==> config.mk <==
export PLATFORM = sky130hd
export DESIGN_NAME = ctrl_frame_injector_flat
export DESIGN_NICKNAME = d
export VERILOG_FILES = /design/src/rtl/ctrl_frame_injector_if.sv /design/src/rtl/ctrl_frame_injector.sv /design/src/flat_wrapper.sv
export SDC_FILE = /design/constraint.sdc
export NUM_CORES = 2
export LEC_CHECK = 0
export ABC_AREA = 1
export ABC_CLOCK_PERIOD_IN_PS = 2800
export CORE_ASPECT_RATIO = 1.75
export CORE_MARGIN = 1
export CORE_UTILIZATION = 25
export DETAILED_ROUTE_END_ITERATION = 7
export MAX_ROUTING_LAYER = met4
export PLACE_DENSITY = 0.38
export SYNTH_ARGS = -nofsm -noshare
export SYNTH_HDL_FRONTEND = slang
export SYNTH_SLANG_ARGS = --single-unit
==> constraint.sdc <==
create_clock -name clk -period 2.8 [get_ports clk]
set_clock_uncertainty 0.15 [all_clocks]
set_input_delay 0.56 -clock clk [delete_from_list [all_inputs] [get_ports clk]]
set_output_delay 0.56 -clock clk [all_outputs]
set_load 0.02 [all_outputs]
==> src/rtl/ctrl_frame_injector_if.sv <==
// ---------------------------------------------------------------------------
// ctrl_frame_injector_if
//   Bundles the picosoc iomem bus and the switch Body/Header FIFO write ports
//   used by ctrl_frame_injector.
//
//   iomem_*   : picosoc request (valid/wstrb/addr/wdata) and response
//               (ready/rdata).
//   b_fifo_*  : body byte stream: din, wren and del_in out, full back in.
//   h_fifo_*  : header word: din and wren out, full back in.
//
//   modport master : the picosoc + FIFO environment around the injector.
//   modport slave  : the injector itself.
// ---------------------------------------------------------------------------
interface ctrl_frame_injector_if #(
    parameter int HEADER_DWIDTH = 128
);
    logic [HEADER_DWIDTH-1:0] h_fifo_din;
    logic                     h_fifo_wren;
    logic                     h_fifo_full;
    logic [7:0]               b_fifo_din;
    logic                     b_fifo_wren;
    logic                     b_fifo_del_in;
    logic                     b_fifo_full;
    logic                     iomem_valid;
    logic                     iomem_ready;
    logic [3:0]               iomem_wstrb;
    logic [31:0]              iomem_addr;
    logic [31:0]              iomem_wdata;
    logic [31:0]              iomem_rdata;

    modport master (
        input  h_fifo_din, h_fifo_wren, b_fifo_din, b_fifo_wren, b_fifo_del_in,
        input  iomem_ready, iomem_rdata,
        output h_fifo_full, b_fifo_full,
        output iomem_valid, iomem_wstrb, iomem_addr, iomem_wdata
    );

    modport slave (
        output h_fifo_din, h_fifo_wren, b_fifo_din, b_fifo_wren, b_fifo_del_in,
        output iomem_ready, iomem_rdata,
        input  h_fifo_full, b_fifo_full,
        input  iomem_valid, iomem_wstrb, iomem_addr, iomem_wdata
    );
endinterface

==> src/rtl/ctrl_frame_injector.sv <==
// ---------------------------------------------------------------------------
// ctrl_frame_injector
//   Firmware composes a control frame (15..64 bytes) in one of two 16-word
//   slots through the iomem data window (0x05xx_xxxx), then launches it via
//   the config register (0x15xx_xxxx). The block streams frame bytes 14..len-1
//   into the Body FIFO (delimiter on the last byte), and only afterwards
//   writes the 128-bit header built from bytes 0..13 into the Header FIFO.
//
//   clk, arst_n : clock, asynchronous active-low reset
//   bus         : ctrl_frame_injector_if.slave (iomem bus + FIFO write ports)
// ---------------------------------------------------------------------------
module ctrl_frame_injector #(
    parameter int HEADER_DWIDTH = 128,
    parameter int MIN_LEN       = 15,
    parameter int MAX_LEN       = 64
) (
    input  logic                 clk,
    input  logic                 arst_n,
    ctrl_frame_injector_if.slave bus
);

    typedef enum logic [1:0] {S_IDLE, S_BODY, S_HDR, S_DONE} state_e;

    state_e          state_q, state_d;
    logic [5:0]      idx_q, idx_d;
    logic            cpu_slot_q, cpu_slot_d;
    logic            tx_slot_q, tx_slot_d;
    logic [1:0]      pending_q, pending_d;
    logic            err_q, err_d;
    logic [1:0][3:0] mask_q, mask_d;
    logic [1:0][6:0] len_q, len_d;
    logic            ready_q, ready_d;
    logic [31:0]     rdata_q, rdata_d;

    // Two frame slots, read asynchronously so a body byte is available in the
    // same cycle its index is presented.
    logic [31:0] slot_mem [2][16];

    logic        sel_data, sel_cfg, access;
    logic        cfg_wr, send_req, len_ok, send_ok;
    logic [3:0]  mem_we;
    logic [31:0] status;
    logic        b_wren, b_del, h_wren, tx_done;
    logic [6:0]  cur_len;
    logic [31:0] tx_word;
    logic [7:0]  body_byte;
    logic [127:0] header;
    logic        unused_addr_bits;

    function automatic logic [31:0] bswap(input logic [31:0] w);
        return {w[7:0], w[15:8], w[23:16], w[31:24]};
    endfunction

    // ---------------- iomem decode ----------------
    assign sel_data = bus.iomem_valid && (bus.iomem_addr[31:24] == 8'h05);
    assign sel_cfg  = bus.iomem_valid && (bus.iomem_addr[31:24] == 8'h15);
    // One access per request: act only on the cycle before ready is raised.
    assign access   = (sel_data || sel_cfg) && !ready_q;

    assign cfg_wr   = access && sel_cfg && bus.iomem_wstrb[3];
    assign send_req = cfg_wr && bus.iomem_wdata[31];
    // Full 11-bit length is checked, so oversized values never alias into range.
    assign len_ok   = (bus.iomem_wdata[10:0] >= 11'(MIN_LEN)) &&
                      (bus.iomem_wdata[10:0] <= 11'(MAX_LEN));
    assign send_ok  = send_req && len_ok && (pending_q != 2'd2);
    assign mem_we   = (access && sel_data) ? bus.iomem_wstrb : 4'b0000;

    assign status = {(pending_q != 2'd2), (state_q != S_IDLE), err_q,
                     pending_q, cpu_slot_q, 26'd0};

    assign unused_addr_bits = ^{bus.iomem_addr[23:6], bus.iomem_addr[1:0]};

    // ---------------- transmit datapath ----------------
    assign cur_len   = len_q[tx_slot_q];
    assign tx_word   = slot_mem[tx_slot_q][idx_q[5:2]];
    assign body_byte = tx_word[{idx_q[1:0], 3'b000} +: 8];

    // Bytes 0..13 little-endian in words 0..3 become a big-endian field.
    assign header = {mask_q[tx_slot_q], 9'd0, 1'b1, 2'd0,
                     bswap(slot_mem[tx_slot_q][0]),
                     bswap(slot_mem[tx_slot_q][1]),
                     bswap(slot_mem[tx_slot_q][2]),
                     slot_mem[tx_slot_q][3][7:0], slot_mem[tx_slot_q][3][15:8]};

    // ---------------- FSM next state / strobes ----------------
    // NOTE: every output of a combinational block gets a default first, so no
    // path through the case can leave a value unassigned and infer a latch.
    always_comb begin
        state_d = state_q;
        idx_d   = idx_q;
        b_wren  = 1'b0;
        b_del   = 1'b0;
        h_wren  = 1'b0;
        tx_done = 1'b0;
        case (state_q)
            S_IDLE: begin
                idx_d = 6'd14;
                if (pending_q != 2'd0) state_d = S_BODY;
            end
            S_BODY: begin
                if (!bus.b_fifo_full) begin
                    b_wren = 1'b1;
                    idx_d  = idx_q + 6'd1;
                    if ({1'b0, idx_q} == cur_len - 7'd1) begin
                        b_del   = 1'b1;
                        state_d = S_HDR;
                    end
                end
            end
            S_HDR: begin
                if (!bus.h_fifo_full) begin
                    h_wren  = 1'b1;
                    state_d = S_DONE;
                end
            end
            S_DONE: begin
                tx_done = 1'b1;
                state_d = S_IDLE;
            end
            default: state_d = S_IDLE;
        endcase
    end

    // ---------------- CPU side / slot bookkeeping ----------------
    always_comb begin
        cpu_slot_d = cpu_slot_q;
        tx_slot_d  = tx_slot_q;
        pending_d  = pending_q;
        err_d      = err_q;
        mask_d     = mask_q;
        len_d      = len_q;
        ready_d    = access;
        rdata_d    = rdata_q;

        if (access) rdata_d = sel_data ? slot_mem[cpu_slot_q][bus.iomem_addr[5:2]] : status;

        // A failing send wins over clear_err in the same write.
        if (cfg_wr && bus.iomem_wdata[30]) err_d = 1'b0;
        if (send_req && !send_ok)          err_d = 1'b1;

        if (send_ok) begin
            mask_d[cpu_slot_q] = bus.iomem_wdata[27:24];
            len_d[cpu_slot_q]  = bus.iomem_wdata[6:0];
            cpu_slot_d         = !cpu_slot_q;
        end
        if (tx_done) tx_slot_d = !tx_slot_q;

        case ({send_ok, tx_done})
            2'b10:   pending_d = pending_q + 2'd1;
            2'b01:   pending_d = pending_q - 2'd1;
            default: pending_d = pending_q;
        endcase
    end

    // NOTE: sequential state uses non-blocking assignments only, so every flop
    // samples the pre-edge values regardless of statement order.
    always_ff @(posedge clk or negedge arst_n) begin
        if (!arst_n) begin
            state_q    <= S_IDLE;
            idx_q      <= 6'd14;
            cpu_slot_q <= 1'b0;
            tx_slot_q  <= 1'b0;
            pending_q  <= 2'd0;
            err_q      <= 1'b0;
            mask_q     <= '0;
            len_q      <= '0;
            ready_q    <= 1'b0;
            rdata_q    <= 32'd0;
        end else begin
            state_q    <= state_d;
            idx_q      <= idx_d;
            cpu_slot_q <= cpu_slot_d;
            tx_slot_q  <= tx_slot_d;
            pending_q  <= pending_d;
            err_q      <= err_d;
            mask_q     <= mask_d;
            len_q      <= len_d;
            ready_q    <= ready_d;
            rdata_q    <= rdata_d;
        end
    end

    // NOTE: the slot buffer is deliberately not reset; firmware always writes
    // a frame before sending it, and leaving it out keeps it a plain RAM.
    always_ff @(posedge clk) begin
        if (mem_we[0]) slot_mem[cpu_slot_q][bus.iomem_addr[5:2]][7:0]   <= bus.iomem_wdata[7:0];
        if (mem_we[1]) slot_mem[cpu_slot_q][bus.iomem_addr[5:2]][15:8]  <= bus.iomem_wdata[15:8];
        if (mem_we[2]) slot_mem[cpu_slot_q][bus.iomem_addr[5:2]][23:16] <= bus.iomem_wdata[23:16];
        if (mem_we[3]) slot_mem[cpu_slot_q][bus.iomem_addr[5:2]][31:24] <= bus.iomem_wdata[31:24];
    end

    // ---------------- outputs (data gated to 0 when not strobed) ----------------
    assign bus.b_fifo_wren   = b_wren;
    assign bus.b_fifo_del_in = b_del;
    assign bus.b_fifo_din    = b_wren ? body_byte : 8'd0;
    assign bus.h_fifo_wren   = h_wren;
    assign bus.h_fifo_din    = h_wren ? HEADER_DWIDTH'(header) : '0;
    assign bus.iomem_ready   = ready_q;
    assign bus.iomem_rdata   = rdata_q;

endmodule

==> src/flat_wrapper.sv <==
// flat-port wrapper written by rule: the top's interface ports become plain ports
module ctrl_frame_injector_flat 
#(
    parameter int HEADER_DWIDTH = 128,
    parameter int MIN_LEN       = 15,
    parameter int MAX_LEN       = 64
)
  (clk, arst_n, bus_h_fifo_din, bus_h_fifo_wren, bus_b_fifo_din, bus_b_fifo_wren, bus_b_fifo_del_in, bus_iomem_ready, bus_iomem_rdata, bus_h_fifo_full, bus_b_fifo_full, bus_iomem_valid, bus_iomem_wstrb, bus_iomem_addr, bus_iomem_wdata);
  ctrl_frame_injector_if #(.HEADER_DWIDTH(HEADER_DWIDTH)) bus_i ();
  input  logic clk;
  input  logic arst_n;
  output wire logic [$bits(bus_i.h_fifo_din)-1:0] bus_h_fifo_din;
  output wire logic [$bits(bus_i.h_fifo_wren)-1:0] bus_h_fifo_wren;
  output wire logic [$bits(bus_i.b_fifo_din)-1:0] bus_b_fifo_din;
  output wire logic [$bits(bus_i.b_fifo_wren)-1:0] bus_b_fifo_wren;
  output wire logic [$bits(bus_i.b_fifo_del_in)-1:0] bus_b_fifo_del_in;
  output wire logic [$bits(bus_i.iomem_ready)-1:0] bus_iomem_ready;
  output wire logic [$bits(bus_i.iomem_rdata)-1:0] bus_iomem_rdata;
  input wire logic [$bits(bus_i.h_fifo_full)-1:0] bus_h_fifo_full;
  input wire logic [$bits(bus_i.b_fifo_full)-1:0] bus_b_fifo_full;
  input wire logic [$bits(bus_i.iomem_valid)-1:0] bus_iomem_valid;
  input wire logic [$bits(bus_i.iomem_wstrb)-1:0] bus_iomem_wstrb;
  input wire logic [$bits(bus_i.iomem_addr)-1:0] bus_iomem_addr;
  input wire logic [$bits(bus_i.iomem_wdata)-1:0] bus_iomem_wdata;
  assign bus_h_fifo_din = bus_i.h_fifo_din;
  assign bus_h_fifo_wren = bus_i.h_fifo_wren;
  assign bus_b_fifo_din = bus_i.b_fifo_din;
  assign bus_b_fifo_wren = bus_i.b_fifo_wren;
  assign bus_b_fifo_del_in = bus_i.b_fifo_del_in;
  assign bus_iomem_ready = bus_i.iomem_ready;
  assign bus_iomem_rdata = bus_i.iomem_rdata;
  assign bus_i.h_fifo_full = bus_h_fifo_full;
  assign bus_i.b_fifo_full = bus_b_fifo_full;
  assign bus_i.iomem_valid = bus_iomem_valid;
  assign bus_i.iomem_wstrb = bus_iomem_wstrb;
  assign bus_i.iomem_addr = bus_iomem_addr;
  assign bus_i.iomem_wdata = bus_iomem_wdata;
  ctrl_frame_injector #(.HEADER_DWIDTH(HEADER_DWIDTH), .MIN_LEN(MIN_LEN), .MAX_LEN(MAX_LEN)) u_core (.clk(clk), .arst_n(arst_n), .bus(bus_i));
endmodule
==> impl_metrics.tcl <==
set metrics [dict create \
    synth_top_cell_area_share_pct 55.3 \
    numCtsBuffers 116 \
    seq_area_um2 32500 \
    firstDrtPassIters 6 \
    rsz0062_at_grt "yes" \
    place.port_buffers 213 \
    die_x_um 358 \
    period_minus_slack_ns 4.04 \
    async_reset_ff_share_pct 6.23 \
    multi_input_area_um2 21700 \
    antenna_found_initial 4 \
    grt_max_degree 67 \
    ys_ff_latch 1092 \
    syn_inst 6235 \
    coreArea_um2 221000 \
    setup_viol 126 \
    crit_type "flop to output port" \
    synth_cell_type_count 42 \
    syn_area_um2 55600 \
    numPlacedInstances 9820 \
    yosysWarningCount 0 \
    start_util_pct 25.2 \
    critPathMaxFanout 15 \
    n_fill_cell 22441 \
    max_freq_mhz 247 \
    fp.dieH_um 626 \
    rows 228 \
    synth_edf_count 1024 \
    synth_largest_area_cell "edfxtp_1" \
    final_cell_count_no_fill 10152 \
    relSlewSlack_pct 58.5 \
    grt_pass1_wl_um 372000 \
    cp.arrival_ns 3.33 \
    synth_most_common_cell "nand2_1" \
    synth_ff_type "edfxtp_1" \
    first_iter_violations 3865 \
    p_leak_nw 30.2 \
    power_mw 62.4 \
    clockBufferDepth 3 \
    grt_pass1_vias 50240 \
    power.density_nw_per_um2 813 \
    maxCapViolCount 0 \
    synthMuxAreaShare_pct 0 \
    netlist_top_cells_area "edfxtp_1 55%, nand2_1 9.4%, nor2_1 5.9%" \
    synth_compound_area_share_pct 12.4 \
    drc_errors 0 \
    hold_violations 0 \
    violations "setup timing" \
    cts_num_sinks 1092 \
    avgSynthCellArea_um2 8.91 \
    cts_tree "yes" \
    tightest_slew_ns 0.623 \
    worst_slack_ns -1.24 \
    endpoint_kind "output port" \
    gp_congestion 0.894 \
    cts.clk_slew.worst_paths_ns 0.06 \
    area_delta_synth_final_pct 38.3 \
    final_max_slew_viol_count 0 \
    cp-start-kind "flop" \
    outcome "finished, violations left" \
    h-tree-depth 3 \
    synth_fa_ha_area_share_pct 0.158 \
    synth-xor-area-share_pct 0.0630 \
    synth-seq-area-share_pct 58.4 \
    avgRoutedWirePerCell_um 26.6 \
    min_path_type "input pin to flop" \
    grt_use_total_pct 24.2 \
    synth_top_family_by_area "simple AND/OR/NAND/NOR gates" \
    die_area_um2 224000 \
    clkLatencyLatePin_ns 0.77 \
    grt_overflow_total 0 \
    synth-simple-area-share_pct 21.6 \
    dr_total_vias 50260 \
    drtAntennaViolNets 0 \
    dp_hpwl_um 190000 \
    wirelength_um 270000 \
    ios 245 \
    drive_above_1_share_pct 25.6 \
    clockRootBuffer "clkbuf_16" \
    ir_drop_uv 578 \
    critical_path_required_ns 2.09 \
    synth_common_cells "1,385 x nand2_1, 1,024 x edfxtp_1, 879 x nor2_1" \
    period_share_pct 144 \
    nNetsFinal 7256 \
    routed_via_density 4.95 \
]
==> critical path: stages (launching register included) <==
cell and delay (ns):
dfrtp_4 0.57, buf_12 0.18, buf_16 0.15, buf_12 0.16
buf_12 0.15, o21ai_0 0.20, o211ai_1 0.11, nand3_1 0.10
nor2_1 0.06, buf_4 0.15, nor2_2 0.10, nor2_1 0.06
buf_4 0.15, nor2_4 0.25, buf_6 0.17
==> per-stage QoR <==
step | utilization (%) | hold slack, ns | setup TNS [ns] | area (um2) | worst slack (ns)
2_1_floorplan | - | 0.114 | 0 | 55600 | 0.0369
3_3_place_gp | 30.7 | 0.303 | -409.02 | 67700 | -1.06
3_5_place_dp | 30.7 | 0.309 | -406.00 | 67700 | -1.02
4_1_cts | 34.3 | 0.0347 | -66.00 | 75600 | -1.25
5_1_grt | 34.8 | 0.0493 | -69.44 | 76800 | -1.33
6_report | 34.8 | 0.0561 | -60.47 | 76800 | -1.24
==> path summary, 6_finish.rpt <==
kind / start / end / slack, ns / cells past startpoint
max: u_core.tx_slot_q / bus_b_fifo_din[1] / -1.24 / 14
min: bus_iomem_wdata[3] / u_core.slot_mem[1][131] / 0.06 / 2
max reg2reg: u_core.cpu_slot_q / u_core.bus.iomem_rdata[6] / 0.04 / 11
min reg2reg: u_core.mask_q[3] / u_core.mask_q[3] / 0.33 / 2
max in group asynchronous: arst_n / u_core.idx_q[1] / 1.73 / 3
min in group asynchronous: arst_n / u_core.state_q[0] / 0.13 / 2
==> layout make-up <==
type / instances / area share [%]
flip-flops and latches: 1092 / 42.3
multi-input cells: 4243 / 28.2
repair buffers: 1268 / 17.4
well taps: 2875 / 4.68
clock buffers: 151 / 4.18
inverters: 455 / 2.30
clock inverters: 66 / 0.944
diodes: 2 / 0.00651
==> timing repair <==
| item | 4_1_cts | 5_1_grt |
|---|---|---|
| pin swaps | 93 | 90 |
| cloned | 21 | 11 |
| gates resized for setup | 1351 | 262 |
| hold buffers | 2 | 0 |
| endpoints found under the setup margin | 132 | 155 |
| hold endpoints to repair | 50 | 0 |
| setup buffers | 72 | 32 |
==> where the power goes <==
group	internal, mW	switching (mW)
Combinational	11.4	16.5
Sequential	18.0	0.132
Clock	9.36	7.11
==> per-layer routing <==
layer | vias up | GRT usage [%] | routed length [um]
met5 | - | - | 0
met4 | 0 | 16.5 | 21900
met3 | 537 | 2.22 | 10600
met2 | 1636 | 43.1 | 141000
met1 | 24899 | 24.9 | 96500
li1 | 23188 | - | -
==> flip-flops by register name, indices dropped and copies added (netlist names) <==
name,flops
u_core.bus.iomem_rdata,32
u_core.bus.iomem_ready,1
u_core.cpu_slot_q,1
u_core.err_q,1
u_core.idx_q,6
u_core.len_q,14
u_core.mask_q,8
u_core.pending_q,2
u_core.slot_mem,1024
u_core.state_q,2
u_core.tx_slot_q,1
==> cell usage in the layout (no fill, tap or decap), drive strengths merged, types with 164 or more instances in the layout <==
master	netlist	layout
nand2	1389	1389
buf	310	1172
edfxtp	1024	1024
nor2	885	885
o21ai	835	835
nand3	475	475
inv	454	455
a21oi	196	196
o22ai	168	168
clkbuf	145	164
==> cells by family after synthesis <==
| family | count (synthesis) |
|---|---|
| buffers and inverters | 910 |
| XOR/XNOR | 4 |
| AND/OR/NAND/NOR | 2930 |
| adder cells (fa/ha/maj) | 7 |
| flip-flops | 1092 |
| AO/OA/AOI/OAI | 1291 |
| other | 1 |
No activity file was read; power rests on OpenSTA's default activity.
